==> src/rtl/r2sdf_stage.sv <==
// Radix-2 single-path delay-feedback FFT stage; optional -j twiddle on stored differences when R2SDF_TRIVIAL_TWIDDLE_EN is defined.
// Latency: one clock from the accepting in_valid cycle to out_valid.
// No backpressure: in_valid low freezes all state (full stall).
module r2sdf_stage #(
    parameter int WIDTH = 16,
    parameter int DEPTH = 8
) (
    input  logic                    clock,
    input  logic                    reset,
    input  logic                    in_valid,
    input  logic signed [WIDTH-1:0] re_in,
    input  logic signed [WIDTH-1:0] im_in,
    output logic                    out_valid,
    output logic signed [WIDTH:0]   re_out,
    output logic signed [WIDTH:0]   im_out
);

    localparam int CW = $clog2(2 * DEPTH);

    logic [CW-1:0]         cnt;
    logic                  primed;
    logic                  phase;
    logic signed [WIDTH:0] dl_re [DEPTH];
    logic signed [WIDTH:0] dl_im [DEPTH];
    logic signed [WIDTH:0] head_re, head_im;
    logic signed [WIDTH:0] in_re_x, in_im_x;
    logic signed [WIDTH:0] sum_re, sum_im;
    logic signed [WIDTH:0] diff_re, diff_im;
    logic signed [WIDTH:0] wr_re, wr_im;
    logic signed [WIDTH:0] nxt_re, nxt_im;

    assign phase   = cnt[CW-1];
    assign head_re = dl_re[DEPTH-1];
    assign head_im = dl_im[DEPTH-1];

    always_comb begin
        in_re_x = {re_in[WIDTH-1], re_in};
        in_im_x = {im_in[WIDTH-1], im_in};
        sum_re  = head_re + in_re_x;
        sum_im  = head_im + in_im_x;
        diff_re = head_re - in_re_x;
        diff_im = head_im - in_im_x;
        wr_re   = in_re_x;
        wr_im   = in_im_x;
        nxt_re  = head_re;
        nxt_im  = head_im;
        if (phase) begin
`ifdef R2SDF_TRIVIAL_TWIDDLE_EN
            // (a + jb) * -j = b - ja
            wr_re = diff_im;
            wr_im = -diff_re;
`else
            wr_re = diff_re;
            wr_im = diff_im;
`endif
            nxt_re = sum_re;
            nxt_im = sum_im;
        end
    end

    always_ff @(posedge clock) begin
        if (reset) begin
            cnt       <= '0;
            primed    <= 1'b0;
            out_valid <= 1'b0;
            re_out    <= '0;
            im_out    <= '0;
        end else begin
            out_valid <= in_valid & primed;
            if (in_valid) begin
                // 2*DEPTH is a power of two, so natural wrap gives the modulo
                cnt    <= cnt + CW'(1);
                re_out <= nxt_re;
                im_out <= nxt_im;
                if (cnt == CW'(DEPTH - 1))
                    primed <= 1'b1;
            end
        end
    end

    // Contents are left unreset; primed masks stale entries.
    always_ff @(posedge clock) begin
        if (in_valid && !reset) begin
            dl_re[0] <= wr_re;
            dl_im[0] <= wr_im;
            for (int i = 1; i < DEPTH; i++) begin
                dl_re[i] <= dl_re[i-1];
                dl_im[i] <= dl_im[i-1];
            end
        end
    end

endmodule

==> config.mk <==
export PLATFORM = sky130hd
export DESIGN_NAME = r2sdf_stage
export DESIGN_NICKNAME = d
export VERILOG_FILES = /design/src/rtl/r2sdf_stage.sv
export SDC_FILE = /design/constraint.sdc
export NUM_CORES = 1
export LEC_CHECK = 0
export BUFFER_PORTS_ARGS = -buffer_cell sky130_fd_sc_hd__buf_2
export CAP_MARGIN = 20
export CORE_ASPECT_RATIO = 0.7
export CORE_MARGIN = 4
export CORE_UTILIZATION = 55
export CTS_CLUSTER_SIZE = 14
export DETAILED_ROUTE_END_ITERATION = 8
export GPL_TIMING_DRIVEN = 0
export PLACE_DENSITY = 0.73
export SLEW_MARGIN = 20
export SYNTH_ARGS = -nofsm -noshare
export SYNTH_HDL_FRONTEND = slang
export SYNTH_SLANG_ARGS = --single-unit
==> constraint.sdc <==
create_clock -name clock -period 8.45 [get_ports clock]
set_clock_uncertainty 0.15 [all_clocks]
set_input_delay 0.845 -clock clock [delete_from_list [all_inputs] [get_ports clock]]
set_output_delay 0.845 -clock clock [all_outputs]
set_load 0.1 [all_outputs]
==> flow_summary.ini, run 1 <==
[run_status]
status = complete, no violations

[synth]
synth_cells = 1008
synth-edff-count = 272
synth_commonest_cells = edfxtp_1, nor2_1, ha_1, a21oi_1, inv_1
synth_area_leaders = edfxtp_1, ha_1, dfxtp_1
ys_seq_area_share_pct = 66.4
yosysWarnings = 0
avgSynthCellArea_um2 = 13.4
yosys.area.top_type = edfxtp_1
synth_seq_cells = 312
syn_area_mm2 = 0.0135
synth_cell_type_count = 78
syn_nets = 1112
synthMostInstantiatedCell = edfxtp_1
synth_top_area_share_pct = 60.5
synthArstFlopShare_pct = 0
yosys_most_used_dff = edfxtp_1

[power_and_ir_drop]
ir_drop_mv = 0.204
comb_power_share_pct = 10.6
sequentialPowerShare_pct = 54.2
p_leak_nw = 5.60
power_density_mw_per_mm2 = 215
fin_total_pwr_mw = 3.26
swShare_pct = 23.8
switchingPower_mw = 0.777
clkPwrFrac_pct = 35.2
internal-power_mw = 2.48

[worst_hold_path]
min_from = dl_re[1][10]
hold_depth = 0
hp-class = reg2reg
whs_endpoint = dl_re[1][27]

[setup_path]
worstPathRequired_ps = 8580
reg2reg_setup_slack_ps = 5260
cp_data_arrival_time_ps = 3330
cp_cell_sequence = inv_1 -> ha_1 -> fa_1 -> nand2b_1 -> a21oi_1 -> o2111ai_1 -> a41oi_1 -> nor4b_1 -> a221oi_1 -> xnor2_1
cp_max_fo = 4
max_stage_delay_ps = 450
worstSetupPathType = reg2reg
critPathLaunchType = flop
regToRegEndpoint = dl_im[0][16]
worst_r2r_path_depth = 10
worst_path_max_delay_cell = edfxtp_1
r2r-start = dl_im[7][0]
crit_path_start = dl_im[7][0]
critPathCaptureType = flop

[place]
gp_congestion = 0.891
dpl.hpwl_um = 19200
place_area_mm2 = 0.0143
post-place-ws_ps = 4800
portBuffers = 69

[floorplanning]
ioPinCount = 70
die_area_mm2 = 0.0272
start_util_pct = 56.6
die_h_um = 139
rows = 47
core_mm2 = 0.0239
fp.dieW_um = 195

[detailed_routing]
wl_met1_um = 12900
vias_per_cell = 5.64
drcViolationCount = 0
num_vias = 8140
drt_wl_total_um = 27600
ant_nets = 0
highest_layer = met4
wire_per_inst_um = 19.1
route.met3.wl_um = 1310
firstDrtPassIters = 5
drt_iter0_drc = 592
met2_length_um = 12700

[timing]
layout_setup_ws_ps = 5260
rsz0062_at_grt = no
relSlewSlack_pct = 38.3
setup_viol = 0
period_needed_ps = 3190
min_period_over_period_pct = 37.8
hold_violations = 0
final_max_slew_viol_count = 0
tightest_slew_ps = 914
max_freq_ghz = 0.313

[cts]
numCtsBuffers = 28
cts_buffer_depth = 3
clk_pin_slew_ps = 70
cts_setup_buffers = 0
cts_hold_buf = 0
ctsResizeCount = 0
cts_tree = yes
cts_sinks = 312
cts_root_buf = clkbuf_16
ctsHtreeMaxLevel = 1
clock_latency_ps = 550

[job]
maxCapViolCount = 0

[global_route]
grt_pass1_vias = 8027
grt_pass1_wl_um = 43200
antenna_found_initial = 0
grt_usage_pct = 20.1
grt_max_degree = 104
grt.overflow.total = 0

[layout]
postLayoutCellArea_mm2 = 0.0151
drive_gt1_share_pct = 12.3
fillers = 1832
num_antenna_cells = 0
nets = 1213
syn_to_final_growth_pct = 12.0
[power groups by stage]
stage,clock network (mW),logic [mW],registers [mW]
finish,1.15,0.345,1.77
global route,1.25,0.376,1.77
CTS,1.18,0.343,1.77
detailed placement,0,0.341,1.80
global placement,0,0.331,1.82
floorplan,0,0.197,1.87
[routing by layer]
metal / global-route usage, % / vias to the layer above
li1: - / 3936
met1: 29.2 / 3949
met2: 31.9 / 209
met3: 3.55 / 46
met4: 5.07 / 0
met5: 0 / -
[state kept, by name (all words and copies together), names as in the netlist]
| register | count |
|---|---|
| cnt | 4 |
| im_out | 17 |
| re_out | 17 |
| out_valid | 1 |
| primed | 1 |
| dl_im | 136 |
| dl_re | 136 |
[cells by family after synthesis]
logic type | Yosys count | synth area share, %
xor gates and xnor gates | 35 | 2.27
muxes | 24 | 1.80
and+or+nand+nor | 239 | 8.79
buffers and inverters | 101 | 2.95
adders and majority gates | 69 | 6.61
AOI/OAI and AO/OA | 228 | 11.2
DFF | 312 | 66.4
[cell usage in the layout, fill, tap and decap left out, types with 24 or more instances in the layout]
master / count
edfxtp_1: 272
nor2_1: 90
buf_2: 75
ha_1: 65
a21oi_1: 64
inv_1: 58
o21ai_0: 48
nand2_1: 42
dfxtp_1: 40
clkbuf_1: 30
clkbuf_16: 28
xnor2_1: 24
[worst max-delay path: cells and delay by family (launching register included)]
kind / cells / cell delay [ps]
AO/OA/AOI/OAI: 4 / 1250
adder cells (fa/ha/maj): 2 / 620
AND/OR/NAND/NOR: 2 / 300
buffers and inverters: 1 / 70
flip-flops: 1 / 450
XOR/XNOR: 1 / 100
[how the worst max path moves through the flow]
stage | endpoint | slack (ps) | cells past startpoint
final | dl_im[0][16] | 5260 | 10
after global routing | dl_im[0][16] | 5080 | 10
after CTS | dl_im[0][16] | 5270 | 10
after detailed placement | dl_im[0][16] | 4800 | 10
after global placement | re_out[15] | -3300 | 8
after floorplan | re_out[15] | 80 | 7
[cell type report]
type / count / area, um^2 / area share, %
clock buffer: 34 / 723 / 4.78
tap: 318 / 398 / 2.63
multi-input combinational: 595 / 4140 / 27.4
inverter: 62 / 240 / 1.59
sequential: 312 / 8970 / 59.3
buffer: 39 / 166 / 1.10
timing repair buffer: 71 / 400 / 2.65
clock inverter: 11 / 92.6 / 0.612
[per-stage QoR]
step                hold WS [ps]  setup TNS [ps]  util (%)  instances
floorplan                    250               0         -       1008
global placement             251         -319540      59.7       1395
detailed placement           255               0      60.0       1397
CTS                          261               0      63.4       1442
global route                 267               0      63.4       1442
finish                       264               0      63.4       1442
Power figures use the tool's default switching activity.
==> run 2: changes to the inputs <==
--- a/config.mk
+++ b/config.mk
@@ -5,15 +5,16 @@
 export SDC_FILE = /design/constraint.sdc
 export NUM_CORES = 1
 export LEC_CHECK = 0
+export ABC_AREA = 1
 export BUFFER_PORTS_ARGS = -buffer_cell sky130_fd_sc_hd__buf_2
 export CAP_MARGIN = 20
 export CORE_ASPECT_RATIO = 0.7
 export CORE_MARGIN = 4
-export CORE_UTILIZATION = 55
+export CORE_UTILIZATION = 60
 export CTS_CLUSTER_SIZE = 14
 export DETAILED_ROUTE_END_ITERATION = 8
 export GPL_TIMING_DRIVEN = 0
-export PLACE_DENSITY = 0.73
+export PLACE_DENSITY = 0.75
 export SLEW_MARGIN = 20
 export SYNTH_ARGS = -nofsm -noshare
 export SYNTH_HDL_FRONTEND = slang
==> constraint.sdc (replaced) <==
create_clock -name clock -period 3 [get_ports clock]
set_clock_uncertainty 0.15 [all_clocks]
set_input_delay 0.3 -clock clock [delete_from_list [all_inputs] [get_ports clock]]
set_output_delay 0.3 -clock clock [all_outputs]
set_load 0.1 [all_outputs]
==> flow_summary.ini, run 2 <==
[run_status]
status = complete, no violations

[timing]
setup_viol = 0
min_period_over_period_pct = 87.2
layout_setup_ws_ps = 384
hold_ws_ps = 29.3
hold_violations = 0
max_freq_ghz = 0.382
rsz0062_at_grt = no
tightest_slew_ps = 968
relSlewSlack_pct = 35.5
final_max_slew_viol_count = 0
period_needed_ps = 2620

[synth]
synth_cells = 1300
ys_seq_area_share_pct = 63.9
synthMostInstantiatedCell = nand2_1
synth_cell_type_count = 40
synth_top_area_share_pct = 58.2
yosys.area.top_type = edfxtp_1
synthArstFlopShare_pct = 0
synth_commonest_cells = nand2_1, edfxtp_1, inv_1, nor2_1, a21oi_1
syn_area_mm2 = 0.0140
syn_nets = 1404
yosysWarnings = 0
synth_seq_cells = 312
yosys_most_used_dff = edfxtp_1
avgSynthCellArea_um2 = 10.8
synth-edff-count = 272
synth_area_leaders = edfxtp_1, nand2_1, ha_1

[setup_path]
critPathCaptureType = flop
reg2reg_setup_slack_ps = 400
cp_data_arrival_time_ps = 2720
regToRegEndpoint = dl_im[0][9]
cp_max_fo = 3
worst_r2r_path_depth = 11
worstSetupPathType = in2reg
critPathLaunchType = input port
worstPathRequired_ps = 3110
r2r-start = dl_im[7][2]

[global_route]
grt_pass1_wl_um = 53000
grt_pass1_vias = 9107
antenna_found_initial = 2
grt_max_degree = 32
grt.overflow.total = 0
grt_usage_pct = 27.0

[place]
portBuffers = 69
dpl.hpwl_um = 24100
post-place-ws_ps = 449
place_area_mm2 = 0.0151
gp_congestion = 0.927

[worst_hold_path]
hp-class = in2reg
hold_depth = 4
min_from = in_valid
whs_endpoint = im_out[0]

[floorplanning]
start_util_pct = 61.4
die_area_mm2 = 0.0259
rows = 46
ioPinCount = 70
die_h_um = 136
fp.dieW_um = 191
core_mm2 = 0.0228

[cts]
cts_buffer_depth = 3
clk_pin_slew_ps = 70
cts_tree = yes
cts_root_buf = clkbuf_16
numCtsBuffers = 28
clock_latency_ps = 560
ctsHtreeMaxLevel = 1
cts_sinks = 312
ctsResizeCount = 0

[layout]
postLayoutCellArea_mm2 = 0.0161
layout_common_cells = nand2_1, edfxtp_1, inv_1
multi_input_area_mm2 = 0.00427
top_regs = dl_im: 136 flops, dl_re: 136 flops
fillers = 1665
nets = 1527
mostFrequentLayoutCell = nand2_1
seqCellArea_mm2 = 0.00897
syn_to_final_growth_pct = 14.5
drive_gt1_share_pct = 13.1

[detailed_routing]
firstDrtPassIters = 7
drt_wl_total_um = 34700
num_vias = 9606
drt_iter0_drc = 1003
wire_per_inst_um = 19.8
drcViolationCount = 0
ant_nets = 0
vias_per_cell = 5.46

[power_and_ir_drop]
p_leak_nw = 6.63
ir_drop_mv = 0.545
fin_total_pwr_mw = 9.51
power_density_mw_per_mm2 = 592

[job]
maxCapViolCount = 0
-- run 2: changes by cell type in the layout (fill, tap and decap cells not counted), sizes merged, moves of 12 or more --
cell,change
nand2,+267
inv,+97
nand3,+62
a21oi,+36
nor2,+23
mux2i,-22
xnor2,-21
nand2b,-17
buf,+15
o21a,-14
dlygate4sd3,+13
nor2b,-12
-- run 2: worst max path at each step --
stage	from	end	depth (start not counted)
3_3_place_gp	in_valid	dl_im[5][9]	4
4_1_cts	dl_im[7][2]	dl_im[0][9]	11
6_report	re_in[0]	dl_re[0][14]	14
3_5_place_dp	re_in[0]	dl_re[0][14]	13
5_1_grt	im_in[0]	dl_im[0][14]	14
2_1_floorplan	in_valid	dl_im[0][0]	3
-- run 2: layout make-up --
type / instances / share of cell area, %
sequential: 312 / 55.8
antenna: 2 / 0.0311
multi-input combinational: 790 / 26.6
inverter: 160 / 3.82
clock inverter: 10 / 0.654
clock buffer: 41 / 4.66
tap: 312 / 2.43
timing repair buffer: 93 / 4.61
buffer: 38 / 1.40
-- run 2: layer usage --
layer	part of all wire, %	up-vias	track usage, %
met1	48	4551	44.5
met2	41	380	38.0
met3	8.4	59	3.82
met5	0	-	0
li1	-	4616	-
met4	2.3	0	6.70
-- run 2: cells by family after synthesis --
logic type	count (synthesis)	synth area share [%]
compound gates	182	7.48
simple gates	519	15.3
fa+ha+maj	69	6.36
flops	312	63.9
xor+xnor	20	1.25
buf+inv	198	5.74
-- run 2: stage by stage --
step | cells | utilization, % | TNS, ps
final | 1758 | 70.3 | 0
after global routing | 1757 | 70.3 | 0
after CTS | 1756 | 70.3 | 0
after detailed placement | 1692 | 66.0 | 0
after global placement | 1681 | 64.8 | -1002550
after floorplan | 1300 | - | -558810
-- run 2: where the power goes --
group          switching (mW)  total (mW)  internal, mW  leakage [nW]
logic                   0.808        1.14         0.328          3.34
clock network            1.57        3.41          1.83         0.403
registers              0.0754        4.97          4.90          2.88
total                    2.46        9.51          7.06          6.63
-- run 2: what timing repair did --
action | CTS | global route
hold buffers | 13 | 0
setup endpoints to repair | 0 | 0
setup buffers | 0 | 0
hold endpoints to repair | 14 | 0
-- run 2: critical path: stages --
cell	delay [ps]
dlygate4sd3_1	540
buf_2	160
ha_1	230
fa_1	360
inv_1	120
nand3_1	80
nand2_1	140
inv_1	90
o21ai_2	210
nand3_1	160
nand2_1	90
nand2_1	40
nand3_1	100
o21ai_0	110
